[src/rtl/cpu_pkg.sv]
// Shared types and field positions for the LEGv8 fetch / next-PC engine.
package cpu_pkg;

  localparam int ADDR_W_DEF = 64;

  // Two-phase instruction sequencing: fetch the word, then execute and retire it.
  typedef enum logic {
    FETCH = 1'b0,
    EXEC  = 1'b1
  } seq_state_t;

  // Condition flags in {N,Z,V,C} order.
  typedef struct packed {
    logic n;
    logic z;
    logic v;
    logic c;
  } flags_t;

  localparam int FLAG_N = 3;
  localparam int FLAG_Z = 2;
  localparam int FLAG_V = 1;
  localparam int FLAG_C = 0;

  // Instruction word field positions.
  localparam int OPC_MSB   = 31;
  localparam int OPC_LSB   = 21;
  localparam int IMM26_MSB = 25;
  localparam int IMM26_LSB = 0;
  localparam int IMM19_MSB = 23;
  localparam int IMM19_LSB = 5;

endpackage

[src/rtl/pc_sequencer_if.sv]
// Fetch bus plus decoder/ALU side-band between the sequencer (master) and
// instruction memory / control unit / datapath (slave).
interface pc_sequencer_if
  import cpu_pkg::*;
#(
  parameter int ADDR_W = ADDR_W_DEF
);
  logic              fetch_req;
  logic [ADDR_W-1:0] fetch_addr;
  logic              fetch_ack;
  logic [31:0]       instr_in;
  logic [31:0]       instr;
  logic [10:0]       opcode;
  logic              uncond_branch;
  logic              br_taken;
  logic              check_for_lt;
  logic              branch_register;
  logic              branch_link;
  logic              set_flag;
  logic              alu_negative;
  logic              alu_zero;
  logic              alu_overflow;
  logic              alu_carry;
  logic [ADDR_W-1:0] reg_data;
  logic              stall;
  logic [ADDR_W-1:0] pc;
  logic [ADDR_W-1:0] link_addr;
  logic [3:0]        flags;
  logic              commit;

  modport master (
    output fetch_req, fetch_addr, instr, opcode, pc, link_addr, flags, commit,
    input  fetch_ack, instr_in, uncond_branch, br_taken, check_for_lt,
           branch_register, branch_link, set_flag, alu_negative, alu_zero,
           alu_overflow, alu_carry, reg_data, stall
  );

  modport slave (
    input  fetch_req, fetch_addr, instr, opcode, pc, link_addr, flags, commit,
    output fetch_ack, instr_in, uncond_branch, br_taken, check_for_lt,
           branch_register, branch_link, set_flag, alu_negative, alu_zero,
           alu_overflow, alu_carry, reg_data, stall
  );
endinterface

[src/rtl/branch_target.sv]
// Branch decision and next-PC arithmetic for the instruction in EXEC.
// Purely combinational; all sums wrap at ADDR_W bits.
module branch_target
  import cpu_pkg::*;
#(
  parameter int ADDR_W = ADDR_W_DEF
) (
  input  logic [ADDR_W-1:0] pc,
  input  logic [25:0]       imm,
  input  logic              flag_n,
  input  logic              flag_v,
  input  logic [ADDR_W-1:0] reg_data,
  input  logic              uncond_branch,
  input  logic              br_taken,
  input  logic              check_for_lt,
  input  logic              branch_register,
  input  logic              alu_zero,
  output logic [ADDR_W-1:0] pc_plus4,
  output logic [ADDR_W-1:0] next_pc
);

  logic [ADDR_W-1:0] off26;
  logic [ADDR_W-1:0] off19;
  logic [ADDR_W-1:0] target;
  logic              cond;
  logic              taken;

  // Sign-extend/shift offsets, pick target, gate on br_taken so stray
  // controls on non-branch instructions always fall through to pc+4.
  always_comb begin
    off26    = {{(ADDR_W-28){imm[IMM26_MSB]}}, imm[IMM26_MSB:IMM26_LSB], 2'b00};
    off19    = {{(ADDR_W-21){imm[IMM19_MSB]}}, imm[IMM19_MSB:IMM19_LSB], 2'b00};
    cond     = check_for_lt ? (flag_n != flag_v) : alu_zero;
    taken    = br_taken & (uncond_branch | cond);
    pc_plus4 = pc + ADDR_W'(4);
    if (branch_register)    target = reg_data;
    else if (uncond_branch) target = pc + off26;
    else                    target = pc + off19;
    next_pc  = taken ? target : pc_plus4;
  end

endmodule

[src/rtl/pc_sequencer.sv]
// Instruction fetch and next-PC engine: fetches a word over req/ack, holds it
// while the datapath executes (optionally stalled), then retires it by
// committing the next PC and, when requested, the NZVC flags.
module pc_sequencer
  import cpu_pkg::*;
#(
  parameter int                ADDR_W   = ADDR_W_DEF,
  parameter logic [ADDR_W-1:0] RESET_PC = '0
) (
  input logic           clk,
  input logic           reset_n,
  pc_sequencer_if.master bus
);

  seq_state_t        state;
  logic [ADDR_W-1:0] pc_q;
  logic [31:0]       instr_q;
  flags_t            flags_q;
  logic [ADDR_W-1:0] pc_plus4;
  logic [ADDR_W-1:0] next_pc;
  logic              retire;

  branch_target #(.ADDR_W(ADDR_W)) u_branch_target (
    .pc              (pc_q),
    .imm             (instr_q[IMM26_MSB:IMM26_LSB]),
    .flag_n          (flags_q.n),
    .flag_v          (flags_q.v),
    .reg_data        (bus.reg_data),
    .uncond_branch   (bus.uncond_branch),
    .br_taken        (bus.br_taken),
    .check_for_lt    (bus.check_for_lt),
    .branch_register (bus.branch_register),
    .alu_zero        (bus.alu_zero),
    .pc_plus4        (pc_plus4),
    .next_pc         (next_pc)
  );

  // An instruction retires on the last (unstalled) EXEC cycle.
  assign retire = (state == EXEC) && !bus.stall;

  // Sequencer FSM: latch the fetched word, then commit pc/flags on retire.
  // Reset aborts whatever is in flight, so nothing is written.
  always_ff @(posedge clk or negedge reset_n) begin
    if (!reset_n) begin
      state   <= FETCH;
      pc_q    <= RESET_PC;
      instr_q <= '0;
      flags_q <= '0;
    end else begin
      case (state)
        FETCH: begin
          if (bus.fetch_ack) begin
            instr_q <= bus.instr_in;
            state   <= EXEC;
          end
        end
        EXEC: begin
          if (!bus.stall) begin
            pc_q  <= next_pc;
            state <= FETCH;
            if (bus.set_flag) begin
              flags_q <= '{n: bus.alu_negative, z: bus.alu_zero,
                           v: bus.alu_overflow, c: bus.alu_carry};
            end
          end
        end
        default: state <= FETCH;
      endcase
    end
  end

  // Request is qualified by reset_n so it drops the moment reset asserts.
  assign bus.fetch_req  = (state == FETCH) && reset_n;
  assign bus.fetch_addr = pc_q;
  assign bus.instr      = instr_q;
  assign bus.opcode     = instr_q[OPC_MSB:OPC_LSB];
  assign bus.pc         = pc_q;
  assign bus.link_addr  = pc_plus4;
  assign bus.flags      = flags_q;
  assign bus.commit     = retire;

endmodule

[src/flat_wrapper.sv]
// flat-port wrapper written by rule: the top's interface ports become plain ports
module pc_sequencer_flat import cpu_pkg::*;
#(
  parameter int                ADDR_W   = ADDR_W_DEF,
  parameter logic [ADDR_W-1:0] RESET_PC = '0
)
  (clk, reset_n, bus_fetch_req, bus_fetch_addr, bus_instr, bus_opcode, bus_pc, bus_link_addr, bus_flags, bus_commit, bus_fetch_ack, bus_instr_in, bus_uncond_branch, bus_br_taken, bus_check_for_lt, bus_branch_register, bus_branch_link, bus_set_flag, bus_alu_negative, bus_alu_zero, bus_alu_overflow, bus_alu_carry, bus_reg_data, bus_stall);
  pc_sequencer_if #(.ADDR_W(ADDR_W)) bus_i ();
  input logic clk;
  input logic reset_n;
  output wire logic [$bits(bus_i.fetch_req)-1:0] bus_fetch_req;
  output wire logic [$bits(bus_i.fetch_addr)-1:0] bus_fetch_addr;
  output wire logic [$bits(bus_i.instr)-1:0] bus_instr;
  output wire logic [$bits(bus_i.opcode)-1:0] bus_opcode;
  output wire logic [$bits(bus_i.pc)-1:0] bus_pc;
  output wire logic [$bits(bus_i.link_addr)-1:0] bus_link_addr;
  output wire logic [$bits(bus_i.flags)-1:0] bus_flags;
  output wire logic [$bits(bus_i.commit)-1:0] bus_commit;
  input wire logic [$bits(bus_i.fetch_ack)-1:0] bus_fetch_ack;
  input wire logic [$bits(bus_i.instr_in)-1:0] bus_instr_in;
  input wire logic [$bits(bus_i.uncond_branch)-1:0] bus_uncond_branch;
  input wire logic [$bits(bus_i.br_taken)-1:0] bus_br_taken;
  input wire logic [$bits(bus_i.check_for_lt)-1:0] bus_check_for_lt;
  input wire logic [$bits(bus_i.branch_register)-1:0] bus_branch_register;
  input wire logic [$bits(bus_i.branch_link)-1:0] bus_branch_link;
  input wire logic [$bits(bus_i.set_flag)-1:0] bus_set_flag;
  input wire logic [$bits(bus_i.alu_negative)-1:0] bus_alu_negative;
  input wire logic [$bits(bus_i.alu_zero)-1:0] bus_alu_zero;
  input wire logic [$bits(bus_i.alu_overflow)-1:0] bus_alu_overflow;
  input wire logic [$bits(bus_i.alu_carry)-1:0] bus_alu_carry;
  input wire logic [$bits(bus_i.reg_data)-1:0] bus_reg_data;
  input wire logic [$bits(bus_i.stall)-1:0] bus_stall;
  assign bus_fetch_req = bus_i.fetch_req;
  assign bus_fetch_addr = bus_i.fetch_addr;
  assign bus_instr = bus_i.instr;
  assign bus_opcode = bus_i.opcode;
  assign bus_pc = bus_i.pc;
  assign bus_link_addr = bus_i.link_addr;
  assign bus_flags = bus_i.flags;
  assign bus_commit = bus_i.commit;
  assign bus_i.fetch_ack = bus_fetch_ack;
  assign bus_i.instr_in = bus_instr_in;
  assign bus_i.uncond_branch = bus_uncond_branch;
  assign bus_i.br_taken = bus_br_taken;
  assign bus_i.check_for_lt = bus_check_for_lt;
  assign bus_i.branch_register = bus_branch_register;
  assign bus_i.branch_link = bus_branch_link;
  assign bus_i.set_flag = bus_set_flag;
  assign bus_i.alu_negative = bus_alu_negative;
  assign bus_i.alu_zero = bus_alu_zero;
  assign bus_i.alu_overflow = bus_alu_overflow;
  assign bus_i.alu_carry = bus_alu_carry;
  assign bus_i.reg_data = bus_reg_data;
  assign bus_i.stall = bus_stall;
  pc_sequencer #(.ADDR_W(ADDR_W), .RESET_PC(RESET_PC)) u_core (.clk(clk), .reset_n(reset_n), .bus(bus_i));
endmodule
[config.mk]
export PLATFORM = sky130hd
export DESIGN_NAME = pc_sequencer_flat
export DESIGN_NICKNAME = d
export VERILOG_FILES = /design/src/rtl/cpu_pkg.sv /design/src/rtl/pc_sequencer_if.sv /design/src/rtl/branch_target.sv /design/src/rtl/pc_sequencer.sv /design/src/flat_wrapper.sv
export SDC_FILE = /design/constraint.sdc
export NUM_CORES = 1
export LEC_CHECK = 0
export CORE_MARGIN = 2
export CORE_UTILIZATION = 52
export DETAILED_ROUTE_END_ITERATION = 16
export GPL_TIMING_DRIVEN = 1
export PLACE_DENSITY = 0.89
export REMOVE_ABC_BUFFERS = 1
export SLEW_MARGIN = 20
export SYNTH_ARGS = -nofsm -noshare
export SYNTH_HDL_FRONTEND = slang
export SYNTH_SLANG_ARGS = --single-unit
[constraint.sdc]
create_clock -name clk -period 10.2 [get_ports clk]
set_clock_uncertainty 0.15 [all_clocks]
set_input_delay 1.02 -clock clk [delete_from_list [all_inputs] [get_ports clk]]
set_output_delay 1.02 -clock clk [all_outputs]
set_load 0.005 [all_outputs]
## Word-level counts from Yosys, hierarchy flattened

Index checks and enable logic that the tools add are counted.
Widths: inputs -> output; s select.

| operators by class | value |
|---|---|
| add/subtract/negate cells | 3 |
| equal/unequal tests | 1 |
| mux-type cells | 7 |
| bitwise logic cells | 4 |
| reductions and logical operators | 6 |

Operators by type and width:

| cell | number |
|---|---|
| $mux 64 | 3 |
| $add 64x64->64 | 2 |
| $add 64x3->64 const B | 1 |
| $reduce_and 2->1 | 2 |
| $mux 1 | 3 |
| $reduce_and 3->1 | 1 |
| $logic_and 1x1->1 | 2 |
| $not 1->1 | 2 |
| $pmux 1 s2 | 1 |
| $and 1x1->1 | 1 |
| $logic_not 1->1 | 1 |
| $ne 1x1->1 | 1 |
| $or 1x1->1 | 1 |

| word-level totals | value |
|---|---|
| register bits after elaboration | 101 |
| bits of input ports | 110 |
| output and inout port bits | 241 |
| logic and storage cells | 28 |

## Longest topological paths before layout

Gate-level depths: netlist of run 1.

| logic depth | value |
|---|---|
| depth in word-level cells | 5 |
| mapped depth | 16 |
| gate-level depth less buffers | 14 |

## By module

A second synthesis of run 1 with hierarchy kept.

| second synthesis, totals | value |
|---|---|
| cell total of the unflattened synthesis | 1312 |
| area, all modules | 10999.3 sq um |

By module, submodules not included:

| module | times used | cells each | area an instance (sq um) | sequential area each (sq um) |
|---|---|---|---|---|
| branch_target | 1 | 1020 | 6389.9 | 0.0 |
| pc_sequencer | 1 | 292 | 4609.4 | 2527.4 |

## Least setup slack after synthesis of run 1

No wires, ideal clock.

| timing path | value |
|---|---|
| path kind | in2reg |
| from | input port bus_uncond_branch |
| to | register u_core.pc_q[55] (netlist: u_core.bus.fetch_addr[55]) |
| setup time | 0.135 ns |
| data arrival time | 4.640 ns |
| required time | 9.915 ns |
| path slack | 5.275 ns |
| cell stages on the path | 16 |
| buffers on the path | 2 |
| path through | clkbuf_1 -> nand2b_1 -> and2_1 -> inv_1 -> ha_1 -> clkbuf_1 -> a21oi_1 -> o21bai_1 -> or3_1 -> o22ai_1 -> nand2_1 -> o31ai_2 -> o41ai_2 -> o31ai_2 -> xor2_1 -> o21ai_0 |

| on the way | value |
|---|---|
| cells in the longest elaborated chain, start to end | 3 |
| elaborated cells between the ends (all ways) | 5 |
| those cells by class | mux: 3; bitwise: 2 |

Ends and longest elaborated chain:

| item | RTL line | RTL |
|---|---|---|
| start, declared | flat_wrapper.sv:21 | `input wire logic [$bits(bus_i.uncond_branch)-1:0] bus_uncond_branch;` |
| $mux 64 or $or 1x1->1 (tied branches) | branch_target.sv:37, branch_target.sv:34 |  |
| $mux 64 or $and 1x1->1 (tied branches) | branch_target.sv:36, branch_target.sv:34 |  |
| $mux 64 (*) | branch_target.sv:39 | `next_pc = taken ? target : pc_plus4;` |
| end signal, assigned | pc_sequencer.sv:59 | `pc_q <= next_pc;` |
| end, declared | pc_sequencer.sv:16 | `logic [ADDR_W-1:0] pc_q;` |

Mark *: on every way between the ends. The rest lies on a longest branch, timed or not.
A chain may end at the register's enable or synchronous reset.

## Worst setup path after layout of run 1

Ends and elaborated chain as after synthesis.

==> run metrics, run 1 <==
switching power between 1.5 and 2 mW; fin crit share between 50 and 60%; Syn Inst Count approximately 1400; final slew viol count 0; vias per cell about 6.2; Mean Syn Cell Area between 7 and 8 um2; critical path fanouts, max 30; Worst setup EP type register; Reg clk slew, reported paths roughly 0.08 ns; Final Net Count about 1800; most numerous cell in the Yosys netlist nand2_1; CP peak stage delay between 0.5 and 0.6 ns; Top Metal Used met4; total power draw between 4 and 5 mW; CTS tree built; GR Util All Layers 34.0%; CTS sink cnt between 100 and 150; Die Wd approximately 150 um; DR DRC count 0; fin util between 60 and 70%; Seq/Total Area, Yosys about a quarter; Port Buf Inserts roughly 350; setup slack after layout between 4 and 5 ns; WP data arrival approximately 5.6 ns; max_cap viols 0; placed inst area ~14000 um2; number of synthesis warnings 0; post-CTS resize count 0; Final Cell Area ~14000 um2; starting density of the core 53.1%; part of the power in the clock network 9.4%; cells along the critical path clkdlybuf4s50_1, buf_4, nand2b_1, and2_1, inv_1, buf_4, ha_1, inv_1, o21bai_1, or3_1, o22ai_1, nand2_1, o31ai_2, o41ai_2, o31ai_2, xor2_1, o21ai_0; Top Ports roughly 350; routed wl met3 approximately 3.3 mm; post-CTS setup buffer count 0; slowest CP cell o31ai_2; Synth area leaders dfrtp_1 (23%), ha_1 (7.2%), a21oi_1 (6.5%); Final setup viols 0; initial antenna violation count 1; area grow syn2layout 30.9%; Via Count about 12000; clk_lat worst skew approximately 0.37 ns; grt total ovfl 0; Core Region about 20000 um2; RSZ-0062 raised after global routing false; layout cells sized above 1 around 7%; met1 WL ~16 mm; CTS root buffer clkbuf_16; Seq cells post-synth ~100; Yosys cell types a little under 80; vias in the first global route approximately 11000; first-pass GRT wire length ~60 mm; area leader, netlist dfrtp_1; post-synth top area share roughly a quarter; H-tree levels 3; Post-synth top cells nand2_1 (149), a21oi_1 (140), o21ai_0 (111), dfrtp_1 (101), nor2_1 (101); CP Launch Type input pin; sw frac a little under half; largest net degree at the start of global routing a little under 90; std cell rows 52; Int Power 2.29 mW; R2R depth 15; post-route ant nets 0; Hold Crit Class reg2reg; DR pass1 iterations 5; worst slew pin tran between 1 and 1.5 ns; fill count around 1700; headroom to the max-slew limit a little under a third; hpwl dp 28.3 mm; full die area 21900 um2; dpl ws between 4 and 5 ns; crit path kind in2reg; worst-case clock buffer depth 2; Final TNS setup 0 ns; met2 wire len approximately 18 mm; DR iter-0 viols 1079; VDD IR-drop max around 0.16 mV; placer congestion estimate ~1; Static Leak approximately 5.6 nW; height of the die approximately 150 um; hold buffers post-CTS 0; routed len/inst approximately 20 um; Routed WL 38.3 mm; Antenna Cells 0; Final Hold Viols 0; worst hold stages 1; Worst Path Required slightly above 10 ns; minimum clock period about 5.6 ns; outcome completed; PD cells ~300 nW/um2; Num CTS Buffers 9; Sequential Power Share between 20% and 30%; Async SR Flop Fraction 100%; Top FF cell, synth dfrtp_1; Mapped Area approximately 11000 um2; Logic pwr share roughly 70%; Post-synth EDFFs 0; maximum operating frequency between 0.15 and 0.2 GHz
## metrics by stage
| stage | hold WS [ns] | std cells |
|---|---|---|
| final | 0.382 | 1874 |
| after detailed placement | 0.361 | 1858 |
| after CTS | 0.378 | 1874 |
| after global routing | 0.403 | 1874 |
| after floorplan | 0.349 | 1229 |
| after global placement | 0.336 | 1858 |
## registers in the layout (all words and copies together), names as in the netlist
| register | cells |
|---|---|
| u_core.bus.fetch_addr | 64 |
| u_core.bus.instr | 32 |
| u_core.bus.flags | 4 |
| u_core.state | 1 |
## cells in the final DEF (no fill, tap or decap), types with 34 or more instances in the layout
cell / n
a21oi_1: 140
clkdlybuf4s50_1: 347
dfrtp_1: 101
ha_1: 62
mux2_2: 57
nand2_1: 149
nand3_1: 41
nand4_1: 34
nor2_1: 101
o21ai_0: 110
xnor2_1: 65
xor2_1: 46
## power by group through the flow
stage	Sequential, mW	Clock [mW]	Combinational (mW)
final	0.900	0.403	2.98
after global routing	0.931	0.418	3.23
after CTS	0.891	0.406	2.94
after detailed placement	0.897	0	2.91
after global placement	0.887	0	2.87
after floorplan	0.830	0	1.62
## routing by layer
layer	vias to the layer above	global-route usage, %
li1	5364	-
met1	5498	46.3
met2	690	56.4
met3	76	4.44
met4	0	10.4
met5	-	0
## worst max-delay path, delay by kind of cell
family	cells	cell delay [ns]
XOR/XNOR	1	0.19
AO/OA/AOI/OAI	6	1.56
buffers and inverters	5	1.47
adder cells (fa/ha/maj)	1	0.42
AND/OR/NAND/NOR	4	0.94
## worst paths after layout
kind	startpoint	end	slack, ns
max	bus_uncond_branch	u_core.bus.fetch_addr[55]$_DFFE_PN0P_	4.62
min	u_core.bus.flags[0]$_DFFE_PN0P_	u_core.bus.flags[0]$_DFFE_PN0P_	0.38
max reg2reg	u_core.bus.instr[23]$_DFFE_PN0P_	u_core.bus.fetch_addr[55]$_DFFE_PN0P_	5.62
min reg2reg	u_core.bus.flags[0]$_DFFE_PN0P_	u_core.bus.flags[0]$_DFFE_PN0P_	0.38
max in group asynchronous	reset_n	u_core.bus.fetch_addr[61]$_DFFE_PN0P_	8.10
min in group asynchronous	reset_n	u_core.bus.instr[6]$_DFFE_PN0P_	0.53
## kinds of logic after synthesis
group                    count (synthesis)  share of synthesized area (%)
XOR/XNOR                               111                           9.02
buffers and inverters                  199                           9.78
AND/OR/NAND/NOR                        436                           19.3
AO/OA/AOI/OAI                          423                           24.6
multiplexers                            63                           6.51
flip-flops                             101                           23.4
adder cells (fa/ha/maj)                 63                           7.38
## final cells by class
cell class	instances	area, um2	share of cell area (%)
Timing Repair Buffer	359	3560	25.2
Inverter	32	120	0.851
Sequential cell	101	2530	17.9
Tap cell	270	338	2.39
Clock inverter	7	115	0.816
Multi-Input combinational cell	1096	7220	51.2
Clock buffer	9	225	1.60
(Power assumes the default switching activity.)
==> run 2, diff against run 1 <==
CORE_UTILIZATION = 48   (was 52)
PLACE_DENSITY = 0.83   (was 0.89)
clock period = 5.85 ns   (was 10.2 ns; I/O delays follow)
==> run 2 against run 1 <==
Non-clock buffer count is 5 higher. Die area is 8.1% higher. Sequential share of layout area hardly changed. Wire length is 0.28% higher. Combinational power is 74% higher. Clock power is 55% higher. Cell area hardly changed. Largest power group unchanged.
==> run metrics, run 2 (synthesized netlist as in run 1, its figures left out) <==
DR DRC count 0 (unchanged); H-tree levels 3 (unchanged); placed inst area 13800 um2 (+0.36%); headroom to the max-slew limit 31.8% (+1.4 points); Final Hold Viols 0 (unchanged); routed len/inst 20.3 um (-0.57%); final slew viol count 0 (unchanged); M1 GR Usage 43.2% (-3.1 points); Core Region 22000 um2 (+8.2%); Most Used Layer, Global Route met2; most frequent cells in the layout clkdlybuf4s50_1 (347), nand2_1 (149), a21oi_1 (140), o21ai_0 (110); PD cells 523 nW/um2 (+72%); DR iter-0 viols 985 (-8.7%); most common cell after layout, fill and taps aside clkdlybuf4s50_1; Top Ports 351 (unchanged); hold buffers post-CTS 0 (unchanged); initial antenna violation count 1 (unchanged); post-CTS resize count 0 (unchanged); vias in the first global route 11000 (-0.86%); total power draw 7.38 mW (+72%); fin util 64.3% (-5.2 points); grt met3 use 4.96% (+0.52 points); minimum clock period just over 5 ns; CP Launch Type input pin; area grow syn2layout 30.9% (about the same); maximum operating frequency about 0.2 GHz; full die area 23700 um2 (+8.1%); Worst Setup SP bus_uncond_branch; Port Buf Inserts 349 (unchanged); largest net degree at the start of global routing 76 (-14%); Reg clk slew, reported paths 0.08 ns (about the same); worst reg-to-reg setup slack 1.51 ns (-4.11 ns); Final setup viols 0 (unchanged); height of the die 154 um (+4.0%); hpwl dp 28.6 mm (+1.1%); critical path fanouts, max 13 (-57%); Final Cell Area 14100 um2 (about the same); Worst Path Required 5.95 ns (-4.31 ns); CTS sink cnt 101 (unchanged); post-CTS setup buffer count 0 (unchanged); RR Startpoint u_core.bus.instr[23]$_DFFE_PN0P_; CTS root buffer clkbuf_16; Worst setup EP type register; VDD IR-drop max 0.267 mV (+71%); first-pass GRT wire length 60.3 mm (+0.14%); post-route ant nets 0 (unchanged); Num CTS Buffers 9 (unchanged); grt total ovfl 0 (unchanged); crit path kind in2reg; Routed WL 38.4 mm (+0.28%); std cell rows 54 (+3.8%); DR pass1 iterations 5 (unchanged); dpl ws 0.483 ns (-3.86 ns); Via Count 11500 (-0.83%); layout cells sized above 1 7.27% (+0.29 points); setup slack after layout 0.772 ns (-3.85 ns); Hold Crit Class in2async; WP data arrival 5.18 ns (-0.46 ns); met2 Usage GRT 52.2% (-4.2 points); clk_lat worst skew 0.37 ns (about the same); RSZ-0062 raised after global routing false; outcome completed; vias per cell 6.10 (-1.7%); starting density of the core 49.1% (-4.0 points); Final TNS setup 0 ns (unchanged); fin crit share between 80% and 90%; fill count 1915 (+14%); Static Leak 5.64 nW (+0.14%); worst slew pin tran 1.02 ns (-0.0204 ns); worst-case clock buffer depth 2 (unchanged); CTS tree built; Largest register FFs 64 (unchanged); Die Wd 154 um (+4.0%); placer congestion estimate 0.952 (-3.5%); GR Util All Layers 31.5% (-2.6 points); Final Net Count 1777 (+0.28%); max_cap viols 0 (unchanged)
run 2: cell types whose count changed in the layout (fill, tap and decap cells not counted):
cell,delta
buf_4,+5
clkinv_4,+4
bufinv_16,-2
clkbuf_8,+1
clkinv_8,-1
clkinvlp_4,-1
diode_2,+1
inv_8,-1
run 2: critical path, cell delays in order:
cell	delay, ns
clkdlybuf4s50_1	0.84
buf_4	0.26
nand2_1	0.06
and2_1	0.21
inv_1	0.41
ha_1	0.41
a21oi_1	0.25
o21bai_1	0.11
or3_1	0.30
o22ai_1	0.19
nand2_1	0.11
o31ai_2	0.45
o41ai_2	0.18
o31ai_2	0.49
xor2_1	0.20
o21ai_0	0.09
run 2: cell type report:
type	instances	area, um2	share of cell area [%]
Antenna cell	1	2.50	0.0177
Sequential cell	101	2530	17.9
Clock inverter	6	55.1	0.390
Multi-Input combinational cell	1096	7220	51.2
Tap cell	280	350	2.48
Clock buffer	10	239	1.69
Timing Repair Buffer	364	3600	25.5
Inverter	32	120	0.851
run 2: path summary, 6_finish.rpt:
check,to,cells after the start
max reg2reg,u_core.bus.fetch_addr[55]$_DFFE_PN0P_,14
min in group clk,u_core.bus.flags[2]$_DFFE_PN0P_,1
min reg2reg,u_core.bus.flags[2]$_DFFE_PN0P_,1
max,u_core.bus.fetch_addr[55]$_DFFE_PN0P_,16
max in group asynchronous,u_core.bus.fetch_addr[9]$_DFFE_PN0P_,2
min,u_core.bus.flags[1]$_DFFE_PN0P_,1
run 2: where the power goes:
group | total (mW) | leakage [nW] | internal (mW) | switching, mW
logic | 5.18 | 4.29 | 2.64 | 2.53
clock network | 0.625 | 0.145 | 0.309 | 0.316
registers | 1.57 | 1.20 | 0.957 | 0.615
total | 7.38 | 5.64 | 3.91 | 3.47
run 2: routing by layer:
| metal | vias to the layer above | wire, um |
|---|---|---|
| met5 | - | 0 |
| met4 | 0 | 724 |
| met3 | 51 | 2860 |
| met2 | 527 | 17800 |
| met1 | 5550 | 17000 |
| li1 | 5404 | - |
run 2: through the flow:
step | hold WS (ns) | std cells
6_report | 0.0422 | 1890
2_1_floorplan | 0.139 | 1229
5_1_grt | 0.0823 | 1890
3_5_place_dp | 0.343 | 1873
3_3_place_gp | 0.337 | 1873
4_1_cts | 0.0619 | 1889
==> run 3, diff against run 2 <==
CTS_CLUSTER_DIAMETER = 120   (was unset)
==> results of run 3 <==
Final layout, timing and power as in run 2 (identical DEF).
